===== src/rtl/mem_arb_pkg.sv =====
// Shared types and defaults for the two-requester data-memory arbiter.
package mem_arb_pkg;

  localparam int ADDR_W_DEF    = 16;
  localparam int DATA_W_DEF    = 8;
  localparam int MEM_DEPTH_DEF = 256;

  localparam logic REQ_CPU = 1'b0;
  localparam logic REQ_LDR = 1'b1;

  typedef enum logic [1:0] {
    IDLE   = 2'd0,
    ACCESS = 2'd1,
    RESP   = 2'd2
  } state_e;

endpackage


===== src/rtl/rr_pick2.sv =====
// Two-way round-robin chooser: a lone request always wins, a tie goes to ptr.
module rr_pick2
  import mem_arb_pkg::*;
(
  input  logic req0,
  input  logic req1,
  input  logic ptr,
  output logic gnt_valid,
  output logic gnt_id
);

  // Winner selection
  always_comb begin
    gnt_valid = req0 | req1;
    gnt_id    = REQ_CPU;
    if (req0 && req1) begin
      gnt_id = ptr;
    end else if (req1) begin
      gnt_id = REQ_LDR;
    end else begin
      gnt_id = REQ_CPU;
    end
  end

endmodule


===== src/rtl/mem_arbiter.sv =====
// Arbitrates the single-port data memory between the CPU path and the loader,
// one IDLE -> ACCESS -> RESP transaction at a time.
module mem_arbiter
  import mem_arb_pkg::*;
#(
  parameter int ADDR_W    = ADDR_W_DEF,
  parameter int DATA_W    = DATA_W_DEF,
  parameter int MEM_DEPTH = MEM_DEPTH_DEF
) (
  input  logic              clk,
  input  logic              rst,
  input  logic              req0,
  input  logic              we0,
  input  logic [ADDR_W-1:0] addr0,
  input  logic [DATA_W-1:0] wdata0,
  output logic              ack0,
  input  logic              req1,
  input  logic              we1,
  input  logic [ADDR_W-1:0] addr1,
  input  logic [DATA_W-1:0] wdata1,
  output logic              ack1,
  output logic [DATA_W-1:0] rdata,
  output logic              err,
  output logic              busy,
  output logic              mem_read,
  output logic              mem_write,
  output logic [ADDR_W-1:0] mem_addr,
  output logic [DATA_W-1:0] mem_wdata,
  input  logic [DATA_W-1:0] mem_rdata
);

  localparam logic [ADDR_W:0] DEPTH_X = (ADDR_W + 1)'(MEM_DEPTH);

  state_e              state_q, state_d;
  logic                ptr_q, ptr_d;
  logic                id_q, id_d;
  logic                we_q, we_d;
  logic                err_q, err_d;
  logic [ADDR_W-1:0]   addr_q, addr_d;
  logic [DATA_W-1:0]   wdata_q, wdata_d;
  logic [DATA_W-1:0]   rdata_q, rdata_d;

  logic                gnt_valid;
  logic                gnt_id;
  logic                sel_we;
  logic [ADDR_W-1:0]   sel_addr;
  logic [DATA_W-1:0]   sel_wdata;
  logic                sel_oob;

  rr_pick2 u_pick (
    .req0      (req0),
    .req1      (req1),
    .ptr       (ptr_q),
    .gnt_valid (gnt_valid),
    .gnt_id    (gnt_id)
  );

  // Route the winning requester's command; range check uses the full address
  always_comb begin
    if (gnt_id == REQ_LDR) begin
      sel_we    = we1;
      sel_addr  = addr1;
      sel_wdata = wdata1;
    end else begin
      sel_we    = we0;
      sel_addr  = addr0;
      sel_wdata = wdata0;
    end
    sel_oob = ({1'b0, sel_addr} >= DEPTH_X);
  end

  // Next-state and holding-register updates
  always_comb begin
    state_d = state_q;
    ptr_d   = ptr_q;
    id_d    = id_q;
    we_d    = we_q;
    err_d   = err_q;
    addr_d  = addr_q;
    wdata_d = wdata_q;
    rdata_d = rdata_q;
    case (state_q)
      IDLE: begin
        if (gnt_valid) begin
          state_d = ACCESS;
          id_d    = gnt_id;
          we_d    = sel_we;
          addr_d  = sel_addr;
          wdata_d = sel_wdata;
          err_d   = sel_oob;
        end else begin
          state_d = IDLE;
        end
      end
      ACCESS: begin
        state_d = RESP;
        if (!we_q && !err_q) begin
          rdata_d = mem_rdata;
        end else begin
          rdata_d = '0;
        end
      end
      RESP: begin
        state_d = IDLE;
        ptr_d   = ~id_q;
      end
      default: begin
        state_d = IDLE;
      end
    endcase
  end

  // Output decode; the write strobe is gated by rst so an aborted write never commits
  always_comb begin
    mem_read  = 1'b0;
    mem_write = 1'b0;
    mem_addr  = '0;
    mem_wdata = '0;
    ack0      = 1'b0;
    ack1      = 1'b0;
    err       = 1'b0;
    rdata     = '0;
    busy      = (state_q != IDLE);
    case (state_q)
      ACCESS: begin
        mem_addr  = addr_q;
        mem_wdata = wdata_q;
        mem_read  = !we_q && !err_q;
        mem_write = we_q && !err_q && !rst;
      end
      RESP: begin
        ack0  = (id_q == REQ_CPU);
        ack1  = (id_q == REQ_LDR);
        err   = err_q;
        rdata = rdata_q;
      end
      default: begin
        mem_read = 1'b0;
      end
    endcase
  end

  // State and holding registers
  always_ff @(posedge clk) begin
    if (rst) begin
      state_q <= IDLE;
      ptr_q   <= REQ_CPU;
      id_q    <= 1'b0;
      we_q    <= 1'b0;
      err_q   <= 1'b0;
      addr_q  <= '0;
      wdata_q <= '0;
      rdata_q <= '0;
    end else begin
      state_q <= state_d;
      ptr_q   <= ptr_d;
      id_q    <= id_d;
      we_q    <= we_d;
      err_q   <= err_d;
      addr_q  <= addr_d;
      wdata_q <= wdata_d;
      rdata_q <= rdata_d;
    end
  end

endmodule


===== config.mk =====
export PLATFORM = sky130hd
export DESIGN_NAME = mem_arbiter
export DESIGN_NICKNAME = d
export VERILOG_FILES = /design/src/rtl/mem_arb_pkg.sv /design/src/rtl/rr_pick2.sv /design/src/rtl/mem_arbiter.sv
export SDC_FILE = /design/constraint.sdc
export NUM_CORES = 1
export LEC_CHECK = 0
export BUFFER_PORTS_ARGS = -buffer_cell sky130_fd_sc_hd__buf_2
export CORE_MARGIN = 5
export CORE_UTILIZATION = 30
export DETAILED_ROUTE_END_ITERATION = 12
export HOLD_SLACK_MARGIN = 0.08
export PLACE_DENSITY = 0.59
export SLEW_MARGIN = 25
export SYNTH_ARGS = -nofsm -noshare
export SYNTH_HDL_FRONTEND = slang
export SYNTH_SLANG_ARGS = --single-unit

===== constraint.sdc =====
create_clock -name clk -period 3.9 [get_ports clk]
set_clock_uncertainty 0.1 [all_clocks]
set_input_delay 0.78 -clock clk [delete_from_list [all_inputs] [get_ports clk]]
set_output_delay 0.78 -clock clk [all_outputs]
set_load 0.02 [all_outputs]

==> flow_metrics.env, run 1 <==
export IMPL_status="finished, final reports clean"
export IMPL_fp_dieW_um=88.6
export IMPL_power_density_nw_per_um2=381
export IMPL_setup_viol=0
export IMPL_crit_path_start_kind="flop"
export IMPL_ir_drop_mv=0.174
export IMPL_n_antenna_cell=0
export IMPL_finalCriticalPeriod_ps=2630
export IMPL_grt_start_max_net_pins=52
export IMPL_grt_pass1_vias=1720
export IMPL_ctsResizeCount=0
export IMPL_cts_made_buffers=5
export IMPL_area_growth_pct=36.8
export IMPL_synth_seq_area_share=0.410
export IMPL_initial_core_util=0.311
export IMPL_grt_antenna_before_repair=0
export IMPL_p_leak_nw=1.31
export IMPL_synthAdderAreaFrac=0
export IMPL_ys_types=28
export IMPL_slew_viol_final=0
export IMPL_drt_total_wl_um=4940
export IMPL_synthMuxAreaShare=0.135
export IMPL_cts_tree="built"
export IMPL_fmax_mhz=380
export IMPL_cts_setup_buffers=0
export IMPL_port_buffers=99
export IMPL_synth_simple_area_share=0.258
export IMPL_synth_seq_cells=38
export IMPL_synth_top_family_by_area="simple AND/OR/NAND/NOR gates"
export IMPL_clock_latency_ps=280
export IMPL_h_tree_depth=2
export IMPL_mostFrequentLayoutCell="buf_2"
export IMPL_critPathRequiredTime_ps=3020
export IMPL_drtIter0Drc=58
export IMPL_drive_gt1_frac=0.384
export IMPL_num_io_pins=100
export IMPL_rsz0062_at_grt="no"
export IMPL_nFillCells=641
export IMPL_post_drt_wl_per_cell_um=13.1
export IMPL_cts_sinks=38
export IMPL_yosysWarnings=0
export IMPL_syn_inst=207
export IMPL_grt_overflow=0
export IMPL_place_hpwl_um=3650
export IMPL_timing_setup_tns_ps=0
export IMPL_dieArea_um2=7850
export IMPL_syn_avg_cell_area_um2=8.96
export IMPL_cts_root_buf="clkbuf_8"
export IMPL_grt_usage=0.127
export IMPL_finalPower_mw=0.967
export IMPL_relSlewSlack=0.527
export IMPL_final_nets=363
export IMPL_routabilityCongestion=0.710
export IMPL_finalHoldViolCount=0
export IMPL_arrival_ps=1750
export IMPL_synthXorXnorAreaFrac=0
export IMPL_viasPerCell=4.63
export IMPL_drc_errors=0
export IMPL_synth_nets=269
export IMPL_critPathKind="reg2out"
export IMPL_chipHeight_um=88.6
export IMPL_dr_pass1_iters=4
export IMPL_clk_pin_slew_ps=70
export IMPL_synth_compound_area_frac=0.150
export IMPL_final_cell_mix="99 x buf_2, 38 x nor2_1, 38 x dfxtp_1, 34 x and2_1"
export IMPL_min_path_type="reg2reg"
export IMPL_syn_area_um2=1850
export IMPL_cts_max_path_buffers=2
export IMPL_multi_input_area_um2=1020
export IMPL_rows=28
export IMPL_period_share=0.674
export IMPL_tightest_slew_ps=706
export IMPL_grt_first_pass_wirelength_um=7770
export IMPL_ant_nets=0
export IMPL_regArea_um2=761
export IMPL_endpoint_kind="primary output"
export IMPL_num_vias=1744
export IMPL_maxCapViolCount=0
export IMPL_cts_hold_buffers=0
export IMPL_core_um2=5960
export IMPL_worstPathMaxFanout=11
## Yosys cell counts (all sizes together)
master / instances / area (µm²)
nor2: 39 / 154
dfxtp: 38 / 761
and2: 34 / 213
a211oi: 25 / 188
mux2i: 25 / 250
clkbuf: 9 / 33.8
a22oi: 8 / 60.1
buf: 6 / 48.8
nor4: 4 / 25.0
nand2: 3 / 11.3
or2: 3 / 23.8
a21oi: 2 / 10.0
a211o: 1 / 8.76
a31oi: 1 / 6.26
and2b: 1 / 8.76
inv: 1 / 3.75
nand2b: 1 / 6.26
nand3: 1 / 5.00
nor2b: 1 / 6.26
nor3: 1 / 10.0
nor4b: 1 / 8.76
o21ai: 1 / 5.00
or2b: 1 / 7.51
## final timing paths
| path | from | endpoint | slack (ps) | depth (start not counted) |
|---|---|---|---|---|
| min | id_q | id_q | 380 | 2 |
| min reg2reg | id_q | id_q | 380 | 2 |
| max reg2reg | ptr_q | we_q | 2160 | 4 |
| max | state_q[1] | mem_read | 1270 | 3 |
## metrics by stage
stage	worst slack, ps	std cells	hold slack (ps)	instance area, µm²	util
6_report	1270	377	378	2540	0.426
5_1_grt	1100	377	406	2540	0.426
4_1_cts	1240	376	383	2520	0.423
3_5_place_dp	1510	368	372	2410	0.404
3_3_place_gp	1380	367	362	2380	0.400
2_1_floorplan	1280	207	345	1850	-
## sequential cells by signal, indices dropped and copies added, names as in the netlist
signal,cells
state_q,2
err_q,1
id_q,1
rdata_q,8
wdata_q,8
ptr_q,1
we_q,1
addr_q,16
## cell type report
cell class / instances / share of cell area
timing repair buffer: 102 / 0.217
tap: 75 / 0.0370
multi-input combinational: 153 / 0.401
clock buffer: 8 / 0.0434
inverter: 1 / 0.00148
sequential: 38 / 0.300
## worst max-delay path: stages, from the launching register on
cell and delay [ps]:
dfxtp_1 330, nand2b_1 350, nor3_2 520, buf_2 270
## cells by family after synthesis
| kind of cell | Yosys count |
|---|---|
| AO/OA/AOI/OAI | 38 |
| buffers and inverters | 16 |
| flip-flops | 38 |
| multiplexers | 25 |
| AND/OR/NAND/NOR | 90 |
## metal layers
| layer | wire (µm) | share of wire | vias to the layer above | track usage |
|---|---|---|---|---|
| li1 | - | - | 914 | - |
| met1 | 2110 | 0.43 | 765 | 0.154 |
| met2 | 2370 | 0.48 | 58 | 0.219 |
| met3 | 372 | 0.075 | 7 | 0.0270 |
| met4 | 87 | 0.018 | 0 | 0.0508 |
| met5 | 0 | 0 | - | 0 |
## report_power, final
| group | total, mW | internal [mW] | switching (mW) |
|---|---|---|---|
| clock | 0.308 | 0.178 | 0.130 |
| combinational | 0.214 | 0.0955 | 0.118 |
| sequential | 0.445 | 0.427 | 0.0181 |
| total | 0.967 | 0.701 | 0.266 |
No activity file was read; power rests on OpenSTA's default activity.
==> run 2: changes to the inputs <==
==> constraint.sdc (replaced) <==
create_clock -name clk -period 2.5 [get_ports clk]
set_clock_uncertainty 0.1 [all_clocks]
set_input_delay 0.5 -clock clk [delete_from_list [all_inputs] [get_ports clk]]
set_output_delay 0.5 -clock clk [all_outputs]
set_load 0.02 [all_outputs]
==> flow_metrics.env, run 2 (same netlist as run 1, synthesis figures left out) <==
export IMPL_finalHoldViolCount=0
export IMPL_cts_max_path_buffers=2
export IMPL_min_path_type="in2reg"
export IMPL_grt_usage=0.126
export IMPL_regArea_um2=761
export IMPL_hold_depth=3
export IMPL_r2r_end="wdata_q[7]"
export IMPL_area_growth_pct=35.4
export IMPL_fmax_mhz=475
export IMPL_finalWorstSetupSlack_ps=395
export IMPL_dr_pass1_iters=4
export IMPL_period_share=0.842
export IMPL_ctsResizeCount=0
export IMPL_reg2regPathDepth=5
export IMPL_chipHeight_um=88.6
export IMPL_dieArea_um2=7850
export IMPL_core_um2=5960
export IMPL_drtIter0Drc=41
export IMPL_cts_made_buffers=5
export IMPL_nFillCells=645
export IMPL_mostFrequentLayoutCell="buf_2"
export IMPL_grt_start_max_net_pins=52
export IMPL_drive_gt1_frac=0.386
export IMPL_clock_latency_ps=290
export IMPL_cp_slowest_stage_delay_ps=340
export IMPL_rrSetupSlack_ps=880
export IMPL_setup_viol=0
export IMPL_grt_antenna_before_repair=0
export IMPL_rsz0062_at_grt="no"
export IMPL_viasPerCell=4.65
export IMPL_internal_power_mw=1.10
export IMPL_multi_input_area_um2=1020
export IMPL_n_antenna_cell=0
export IMPL_critPathKind="reg2out"
export IMPL_grt_first_pass_wirelength_um=7700
export IMPL_grt_overflow=0
export IMPL_pwr_share_comb=0.213
export IMPL_initial_core_util=0.311
export IMPL_cp_top_family="simple AND/OR/NAND/NOR gates"
export IMPL_ant_nets=0
export IMPL_clk_pin_slew_ps=80
export IMPL_cts_setup_buffers=0
export IMPL_critPathBufInv=2
export IMPL_drc_errors=0
export IMPL_tightest_slew_ps=526
export IMPL_ir_drop_mv=0.249
export IMPL_status="finished, final reports clean"
export IMPL_worstPathMaxFanout=11
export IMPL_arrival_ps=1500
export IMPL_regMostFlops="addr_q"
export IMPL_endpoint_kind="primary output"
export IMPL_final_nets=364
export IMPL_crit_path_cell_trace="nand2b_1, nor3_2, buf_4, buf_2"
export IMPL_crit_path_start_kind="flop"
export IMPL_largest_reg_flops=16
export IMPL_place_hpwl_um=3720
export IMPL_cts_tree="built"
export IMPL_finalCoreUtilization=0.422
export IMPL_post_drt_wl_per_cell_um=13.2
export IMPL_num_io_pins=100
export IMPL_netSwitchingPower_mw=0.421
export IMPL_final_cell_mix="99 x buf_2, 38 x nor2_1, 38 x dfxtp_1, 34 x and2_1"
export IMPL_p_seq_frac=0.457
export IMPL_clkPwrFrac=0.330
export IMPL_r2r_start="state_q[1]"
export IMPL_swShare=0.277
export IMPL_hold_end="rdata_q[2]"
export IMPL_finalCriticalPeriod_ps=2100
export IMPL_p_leak_nw=1.30
export IMPL_cts_hold_buffers=0
export IMPL_fp_dieW_um=88.6
export IMPL_relSlewSlack=0.649
export IMPL_rows=28
export IMPL_finalPower_mw=1.52
export IMPL_maxCapViolCount=0
export IMPL_drt_total_wl_um=5000
export IMPL_critPathRequiredTime_ps=1900
export IMPL_grt_pass1_vias=1702
export IMPL_num_vias=1757
export IMPL_routabilityCongestion=0.819
export IMPL_timing_setup_tns_ps=0
export IMPL_top_regs="addr_q: 16 flops, rdata_q: 8 flops, wdata_q: 8 flops"
export IMPL_slew_viol_final=0
export IMPL_hold_path_startpoint="mem_rdata[2]"
export IMPL_cts_root_buf="clkbuf_8"
export IMPL_h_tree_depth=2
export IMPL_cts_sinks=38
export IMPL_slowest_stage="dfxtp_1"
export IMPL_dp_slack_ps=687
export IMPL_power_density_nw_per_um2=606
export IMPL_port_buffers=99
==> run 2: cell count changes in the layout (fill, tap and decap cells not counted) <==
cell | previous run | this run
buf_12 | 1 | 0
clkinv_2 | 0 | 2
clkbuf_8 | 8 | 5
buf_16 | 1 | 0
bufinv_16 | 0 | 1
buf_4 | 1 | 4
==> run 2: worst reg2reg max path: stages, from the launching register on <==
cell      delay [ps]
dfxtp_1          340
or2_4            270
nor2_4           100
buf_4            420
nor2_1            90
a211oi_1         220
==> run 2: worst max-delay path by stage <==
stage	startpoint	to	slack (ps)	cells past startpoint
detailed placement	req0	we_q	690	6
CTS	state_q[1]	mem_write	380	3
floorplan	rst	mem_write	440	2
global route	state_q[0]	mem_write	220	3
global placement	req0	we_q	680	6
finish	state_q[1]	mem_read	400	4
==> run 2: through the flow <==
step / cell area [µm²] / instances / hold WS, ps
2_1_floorplan: 1850 / 207 / 345
3_3_place_gp: 2400 / 370 / 361
3_5_place_dp: 2400 / 370 / 366
4_1_cts: 2510 / 378 / 349
5_1_grt: 2510 / 378 / 361
6_report: 2510 / 378 / 350
==> run 2: per-layer routing <==
metal | track usage | part of all wire | up-vias
li1 | - | - | 917
met1 | 0.152 | 0.42 | 778
met2 | 0.219 | 0.49 | 58
met3 | 0.0345 | 0.081 | 4
met4 | 0.0385 | 0.0096 | 0
met5 | 0 | 0 | -
==> run 2: cell type report <==
| cell class | count | share of cell area |
|---|---|---|
| timing repair buffer | 103 | 0.209 |
| inverter | 1 | 0.00149 |
| multi-input combinational | 153 | 0.406 |
| clock buffer | 5 | 0.0274 |
| tap | 75 | 0.0374 |
| clock inverter | 3 | 0.0159 |
| sequential | 38 | 0.303 |
==> run 2: power by group through the flow <==
| stage | logic (mW) | clock network, mW | registers, mW |
|---|---|---|---|
| floorplan | 0.224 | 0 | 0.700 |
| global placement | 0.326 | 0 | 0.708 |
| detailed placement | 0.329 | 0 | 0.710 |
| CTS | 0.330 | 0.524 | 0.696 |
| global route | 0.367 | 0.546 | 0.703 |
| finish | 0.324 | 0.502 | 0.696 |
==> run 3: changes to the inputs <==
--- a/config.mk
+++ b/config.mk
@@ -5,12 +5,13 @@
 export SDC_FILE = /design/constraint.sdc
 export NUM_CORES = 1
 export LEC_CHECK = 0
+export ABC_AREA = 1
 export BUFFER_PORTS_ARGS = -buffer_cell sky130_fd_sc_hd__buf_2
 export CORE_MARGIN = 5
 export CORE_UTILIZATION = 30
 export DETAILED_ROUTE_END_ITERATION = 12
 export HOLD_SLACK_MARGIN = 0.08
-export PLACE_DENSITY = 0.59
+export PLACE_DENSITY = 0.6
 export SLEW_MARGIN = 25
 export SYNTH_ARGS = -nofsm -noshare
 export SYNTH_HDL_FRONTEND = slang
==> constraint.sdc (replaced) <==
create_clock -name clk -period 1.7 [get_ports clk]
set_clock_uncertainty 0.1 [all_clocks]
set_input_delay 0.34 -clock clk [delete_from_list [all_inputs] [get_ports clk]]
set_output_delay 0.34 -clock clk [all_outputs]
set_load 0.02 [all_outputs]
==> flow_metrics.env, run 3 <==
export IMPL_setup_viol=0
export IMPL_grt_pass1_vias=1897
export IMPL_r2r_start="state_q[1]"
export IMPL_n_antenna_cell=0
export IMPL_synthTopCellsByArea="dfxtp_1 38%, nand2_1 15%, inv_1 11%"
export IMPL_period_share=0.986
export IMPL_viasPerCell=4.34
export IMPL_status="finished, final reports clean"
export IMPL_min_path_type="in2reg"
export IMPL_drc_errors=0
export IMPL_ant_nets=0
export IMPL_grt_first_pass_wirelength_um=8350
export IMPL_drt_total_wl_um=5390
export IMPL_ir_drop_mv=0.313
export IMPL_post_drt_wl_per_cell_um=11.2
export IMPL_ys_flop_type="dfxtp_1"
export IMPL_power_density_nw_per_um2=783
export IMPL_critPathRequiredTime_ps=1260
export IMPL_relSlewSlack=0.858
export IMPL_multi_input_area_um2=922
export IMPL_yosysTopAreaCellShare=0.376
export IMPL_ys_top_cells_by_count="81 x nand2_1, 57 x inv_1, 42 x nor2_1, 38 x dfxtp_1"
export IMPL_rows=30
export IMPL_tightest_slew_ps=212
export IMPL_placed_area_um2=2560
export IMPL_slowest_stage="dfxtp_1"
export IMPL_mostFrequentLayoutCell="buf_2"
export IMPL_syn_avg_cell_area_um2=6.63
export IMPL_slew_viol_final=0
export IMPL_maxCapViolCount=0
export IMPL_fmax_mhz=597
export IMPL_clk_pin_slew_ps=70
export IMPL_hold_path_startpoint="rst"
export IMPL_finalPower_mw=2.13
export IMPL_grt_usage=0.120
export IMPL_p_leak_nw=1.41
export IMPL_rsz0062_at_grt="yes"
export IMPL_core_um2=6680
export IMPL_ys_types=24
export IMPL_grt_overflow=0
export IMPL_finalCriticalPeriod_ps=1680
export IMPL_crit_path_cell_trace="inv_2, nand2_4, buf_12, nor3_4, buf_6"
export IMPL_drive_gt1_frac=0.323
export IMPL_routabilityCongestion=0.782
export IMPL_yosysMostFrequentCell="nand2_1"
export IMPL_synth_seq_cells=38
export IMPL_syn_area_um2=2020
export IMPL_largest_reg_flops=16
export IMPL_synth_top_cell_by_area="dfxtp_1"
export IMPL_final_cell_mix="90 x buf_2, 80 x nand2_1, 55 x inv_1, 39 x nor2_1, 37 x dfxtp_1"
export IMPL_syn_inst=305
export IMPL_place_hpwl_um=4160
export IMPL_initial_core_util=0.302
export IMPL_num_io_pins=100
export IMPL_critPathKind="reg2out"
export IMPL_cts_setup_buffers=0
export IMPL_hold_depth=2
export IMPL_port_buffers=99
export IMPL_design_area_um2=2720
export IMPL_crit_path_start_kind="flop"
export IMPL_drtIter0Drc=36
export IMPL_rrSetupSlack_ps=230
export IMPL_dieArea_um2=8480
export IMPL_cts_hold_buffers=0
export IMPL_yosysWarnings=0
export IMPL_grt_start_max_net_pins=27
export IMPL_reg2regPathDepth=8
export IMPL_worstPathMaxFanout=10
export IMPL_grt_antenna_before_repair=0
export IMPL_cts_sinks=38
export IMPL_regMostFlops="addr_q"
export IMPL_synth_edff_count=0
export IMPL_cts_made_buffers=5
export IMPL_regArea_um2=762
export IMPL_fp_dieW_um=92.1
export IMPL_r2r_end="err_q"
export IMPL_cts_max_path_buffers=2
export IMPL_nFillCells=739
export IMPL_cts_root_buf="clkbuf_8"
export IMPL_cp_slowest_stage_delay_ps=310
export IMPL_area_growth_pct=34.8
export IMPL_synth_nets=367
export IMPL_clock_latency_ps=280
export IMPL_top_regs="addr_q: 16 flops, rdata_q: 8 flops, wdata_q: 8 flops"
export IMPL_dr_pass1_iters=4
export IMPL_final_nets=465
export IMPL_finalHoldViolCount=0
export IMPL_synth_seq_area_share=0.376
export IMPL_postSynth_asyncResetShare=0
export IMPL_num_vias=2094
export IMPL_hold_end="state_q[1]"
export IMPL_h_tree_depth=2
export IMPL_cts_tree="built"
export IMPL_arrival_ps=1240
export IMPL_chipHeight_um=92.1
export IMPL_endpoint_kind="primary output"
## run 3: cell count changes after synthesis, moves of 9 or more
cell / previous run / this run
nand2_1: 3 / 81
inv_1: 1 / 57
and2_1: 34 / 0
mux2i_1: 25 / 0
a211oi_1: 25 / 1
o21ai_0: 0 / 16
a31oi_1: 1 / 16
a21oi_1: 2 / 11
## run 3: power by group
part	internal [mW]	switching, mW	leakage, nW
clock network	0.282	0.280	0.0383
logic	0.226	0.320	1.06
registers	0.979	0.0451	0.314
total	1.49	0.645	1.41
## run 3: worst max-delay path by stage
| stage | from | end | cells past startpoint |
|---|---|---|---|
| floorplan | state_q[1] | mem_addr[0] | 4 |
| global placement | req1 | err_q | 8 |
| detailed placement | req1 | err_q | 8 |
| CTS | state_q[1] | mem_read | 5 |
| global route | state_q[1] | mem_read | 5 |
| finish | state_q[1] | mem_read | 5 |
## run 3: worst max-delay path, delay by kind of cell (launching register included)
kind,cells,cell delay (ps)
buffers and inverters,3,370
flip-flops,1,310
AND/OR/NAND/NOR,2,280
## run 3: layout make-up
type | count | area share
Multi-Input combinational cell | 191 | 0.339
Clock buffer | 7 | 0.0280
Timing Repair Buffer | 109 | 0.236
Inverter | 58 | 0.0808
Tap cell | 80 | 0.0367
Sequential cell | 38 | 0.280
## run 3: timing repair
action                     4_1_cts  5_1_grt
pin swaps                        0        1
resized for setup                7       15
cloned                           0        1
setup endpoints to repair        4       37
## run 3: kinds of logic after synthesis
| kind of cell | after synthesis | share of synthesized area |
|---|---|---|
| compound gates | 53 | 0.155 |
| buf+inv | 76 | 0.175 |
| flops | 38 | 0.376 |
| simple gates | 138 | 0.294 |
## run 3: stage by stage
stage / setup WS [ps] / hold WS, ps / TNS [ps] / util / instances
after floorplan: 241 / 344 / 0 / - / 305
after global placement: 133 / 354 / 0 / 0.384 / 475
after detailed placement: 96.0 / 356 / 0 / 0.384 / 475
after CTS: -4.07 / 147 / -4.07 / 0.398 / 482
after global routing: -48.8 / 158 / -55.7 / 0.408 / 483
final: 24.4 / 161 / 0 / 0.408 / 483
## run 3: routing by layer
layer | up-vias | wire length, µm | track usage
li1 | 1132 | - | -
met3 | 2 | 377 | 0.0402
met2 | 53 | 2650 | 0.213
met1 | 907 | 2340 | 0.139
met4 | 0 | 19 | 0.0260
met5 | - | 0 | 0
